File: src/rtl/seq_div_pkg.sv
// Shared definitions for the sequential restoring divider: state encoding,
// default operand width and the iteration-counter sizing helper.
package seq_div_pkg;

  localparam int unsigned DIV_W = 9;

  typedef enum logic [1:0] {
    IDLE = 2'd0,
    CALC = 2'd1,
    DONE = 2'd2
  } state_t;

  // Counter must hold 0..w-1; keep at least one bit for degenerate widths.
  function automatic int unsigned cnt_width(input int unsigned w);
    return (w <= 1) ? 1 : $clog2(w);
  endfunction

endpackage

File: src/rtl/seq_div9_addsub_co.sv
// Combinational W-bit subtractor a - b in propagate/generate form,
// exposing the borrow out of the top bit for trial subtraction.
module addsub_co #(
  parameter int unsigned W = 10
) (
  input  logic [W-1:0] a,
  input  logic [W-1:0] b,
  output logic [W-1:0] diff,
  output logic         borrow
);

  logic [W-1:0] bn;
  logic [W-1:0] p;
  logic [W-1:0] g;
  logic [W:0]   c;

  // a - b == a + ~b + 1, so the chain starts with carry-in set.
  assign bn = ~b;
  assign p  = a ^ bn;
  assign g  = a & bn;

  always_comb begin
    c    = '0;
    c[0] = 1'b1;
    for (int unsigned i = 0; i < W; i++) begin
      c[i+1] = g[i] | (p[i] & c[i]);
    end
  end

  assign diff   = p ^ c[W-1:0];
  assign borrow = ~c[W];

endmodule

File: src/rtl/seq_div9.sv
// Iterative unsigned restoring divider, one quotient bit per clock,
// with valid/ready handshakes on request and result.
module seq_div9
  import seq_div_pkg::*;
#(
  parameter int unsigned WIDTH = DIV_W
) (
  input  logic             clk,
  input  logic             rst_n,
  input  logic             in_valid,
  output logic             in_ready,
  input  logic [WIDTH-1:0] dividend,
  input  logic [WIDTH-1:0] divisor,
  output logic             out_valid,
  input  logic             out_ready,
  output logic [WIDTH-1:0] quotient,
  output logic [WIDTH-1:0] remainder,
  output logic             div_zero
);

  localparam int unsigned CW = cnt_width(WIDTH);
  localparam int unsigned RW = WIDTH + 1;
  localparam logic [CW-1:0] LAST = CW'(WIDTH - 1);

  state_t          state;
  logic [WIDTH-1:0] q;
  logic [WIDTH-1:0] d;
  logic [RW-1:0]    r;
  logic [CW-1:0]    cnt;
  logic             dz;

  logic [RW-1:0]    s;
  logic [RW-1:0]    t;
  logic             borrow;
  logic [RW-1:0]    r_next;
  logic [WIDTH-1:0] q_next;

  // Shift the partial remainder left and bring in the next dividend bit;
  // R stays below D between steps, so its top bit drops out here.
  assign s = RW'({r, q[WIDTH-1]});

  addsub_co #(
    .W(RW)
  ) u_sub (
    .a     (s),
    .b     ({1'b0, d}),
    .diff  (t),
    .borrow(borrow)
  );

  assign r_next = borrow ? s : t;
  assign q_next = {q[WIDTH-2:0], ~borrow};

  always_ff @(posedge clk or negedge rst_n) begin
    if (!rst_n) begin
      state     <= IDLE;
      q         <= '0;
      d         <= '0;
      r         <= '0;
      cnt       <= '0;
      dz        <= 1'b0;
      quotient  <= '0;
      remainder <= '0;
      div_zero  <= 1'b0;
    end else begin
      case (state)
        IDLE: begin
          if (in_valid) begin
            q     <= dividend;
            d     <= divisor;
            r     <= '0;
            cnt   <= '0;
            dz    <= (divisor == '0);
            state <= CALC;
          end
        end
        CALC: begin
          r   <= r_next;
          q   <= q_next;
          cnt <= cnt + CW'(1);
          if (cnt == LAST) begin
            quotient  <= q_next;
            remainder <= r_next[WIDTH-1:0];
            div_zero  <= dz;
            state     <= DONE;
          end
        end
        DONE: begin
          if (out_ready) begin
            state <= IDLE;
          end
        end
        default: state <= IDLE;
      endcase
    end
  end

  assign in_ready  = (state == IDLE);
  assign out_valid = (state == DONE);

endmodule

File: config.mk
export PLATFORM = sky130hd
export DESIGN_NAME = seq_div9
export DESIGN_NICKNAME = d
export VERILOG_FILES = /design/src/rtl/seq_div_pkg.sv /design/src/rtl/seq_div9_addsub_co.sv /design/src/rtl/seq_div9.sv
export SDC_FILE = /design/constraint.sdc
export NUM_CORES = 1
export LEC_CHECK = 0
export BUFFER_PORTS_ARGS = -buffer_cell sky130_fd_sc_hd__buf_2
export CAP_MARGIN = 20
export CORE_MARGIN = 2
export CORE_UTILIZATION = 50
export CTS_CLUSTER_SIZE = 10
export DETAILED_ROUTE_END_ITERATION = 16
export PLACE_DENSITY = 0.71
export SLEW_MARGIN = 20
export SYNTH_ARGS = -nofsm -noshare
export SYNTH_HDL_FRONTEND = slang
export SYNTH_HIERARCHICAL = 1
export SYNTH_SLANG_ARGS = --single-unit
File: constraint.sdc
create_clock -name clk -period 4.9 [get_ports clk]
set_input_delay 0.98 -clock clk [delete_from_list [all_inputs] [get_ports clk]]
set_output_delay 0.98 -clock clk [all_outputs]
set_load 0.05 [all_outputs]
==> run metrics <==
Worst Path Required 5.09 ns; largest net degree at the start of global routing 54; Peak VDD IR 0.4038 mV; Sink Count 53; first-pass GRT wire length 8.038 mm; FMAX 209.8 MHz; worst-case reg-to-reg path depth 13; Clock Pin Slew Worst Setup and Hold Paths 0.09 ns; CP max stage cell fa_1; Worst Hold Depth 1; max_cap viols 0; Via density 4.970; antenna violations before repair 0; crit start category flip-flop; gpl congestion 0.7885; residual DRC count 0; Buffers on Ports 42; Avg WL per Cell 14.18 µm; DP HPWL 3.252 mm; ANT nets after route 0; global route total overflow 0; Slew headroom 0.3753; fin cells 334; Root Buffer clkbuf_8; htree depth 2; final critical-path required period 4.767 ns; proportion of layout cells with a drive suffix above 1 0.2803; CP Buf/Inv Count 1; Die X 76.58 µm; HP Class flip-flop to flip-flop; Rows 26; crit-path cells inv_1 -> ha_1 -> fa_1 -> fa_1 -> fa_1 -> fa_1 -> fa_1 -> fa_1 -> fa_1 -> fa_2 -> fa_2 -> mux2_2 -> mux2_4; Critical Path Max Stage Delay 0.40 ns; Cells after DPL 326; initial DRC count 104; Final nets 297; critical path arrival 4.96 ns; placed standard-cell area 2884 µm²; vias in the first global route 1,647; drt pass-1 iters 4; clk_lat worst skew 0.30 ns; syn_nets 257; vias 1,660; Most common cell on crit path fa_1; critical setup path kind flip-flop to flip-flop; Post-Syn Area 2634 µm²; CTS tree yes; Setup-failing EPs final 0; outcome completed; hold_buf cts 0; RSZ-0062 raised after global routing false; cells after synthesis 223; PD cells 762.7 nW/µm²; syn_area_per_cell 11.81 µm²; worst-path fanout max 3; Worst Clk Skew 0.009129 ns; Final TNS setup 0 ns; Die Area 5864 µm²; CP endpoint kind flip-flop; Levels on crit path 13; final WL 4.735 mm; Tot GR Track Use 0.1724; Crit path max-delay family adder cells; Static Leakage 1.485 nW; Worst Tran Pin Value 0.9370 ns; setup slack at placement 0.07821 ns; worst setup margin 0.1326 ns; fin area 3013 µm²; Initial Util 0.5157; Final period util 0.9729; synthesis-to-layout area growth 14.39%; Final Hold Fails 0; Max clock buf depth 2; Ys Warns 6; fin. max-slew vios 0; Die Ht 76.58 µm; I/O pin cnt 43; Core Region 5107 µm²; Antenna Cells 0; total CTS buffers 5
[layout by cell type, fill, tap and decap left out, drive strengths merged, types with 5 or more instances in the layout]
master / instances
buf: 45
dfrtp: 53
inv: 33
mux2i: 17
o21ai: 11
and3b: 6
mux2: 21
a21oi: 5
clkbuf: 7
nand2: 19
o22ai: 9
fa: 9
[cell type report]
type | count | area (µm²)
Sequential cell | 53 | 1326
Clock inverter | 1 | 30.03
Fill cell | 445 | 2095
Tap cell | 70 | 87.58
Timing Repair Buffer | 45 | 245.2
Inverter | 33 | 123.9
Clock buffer | 7 | 86.33
Multi-Input combinational cell | 125 | 1114
[power by group]
group	switching, mW	leakage, nW	internal (mW)
clock	0.137	0.0585	0.167
combinational	0.703	0.779	0.481
sequential	0.167	0.647	0.643
total	1.01	1.48	1.29
[final timing paths]
path                       slack, ns         from      endpoint
setup / recovery                0.13         q[8]  remainder[8]
hold / removal                  0.51  quotient[1]   quotient[1]
setup reg to reg                0.13         q[8]  remainder[8]
hold reg to reg                 0.51  quotient[1]   quotient[1]
max in group asynchronous       3.68        rst_n        cnt[2]
min in group asynchronous       0.78        rst_n          d[2]
[through the flow]
stage	util	power (mW)	hold WS, ns
4_1_cts	0.5875	2.297	0.5178
3_5_place_dp	0.5647	1.989	0.4916
2_1_floorplan	-	1.723	0.4711
6_report	0.5899	2.298	0.5120
5_1_grt	0.5899	2.471	0.5294
3_3_place_gp	0.5647	1.943	0.4899
[per-layer routing]
metal,wire length [µm],vias up,track usage
li1,-,810,-
met1,2163,823,0.2277
met2,2394,22,0.2858
met3,114,5,0.03673
met4,63,0,0.05455
met5,0,-,0
[flip-flops by register name, indices dropped and copies added, names as in the netlist]
signal,count
d,9
q,9
quotient,9
r,9
remainder,9
cnt,4
state,2
div_zero,1
dz,1
[what timing repair did]
action                     4_1_cts  5_1_grt
gates resized for setup          0        4
setup endpoints to repair        0       18
setup buffers                    0        0
Note: power is estimated with default switching activity, not from simulation.
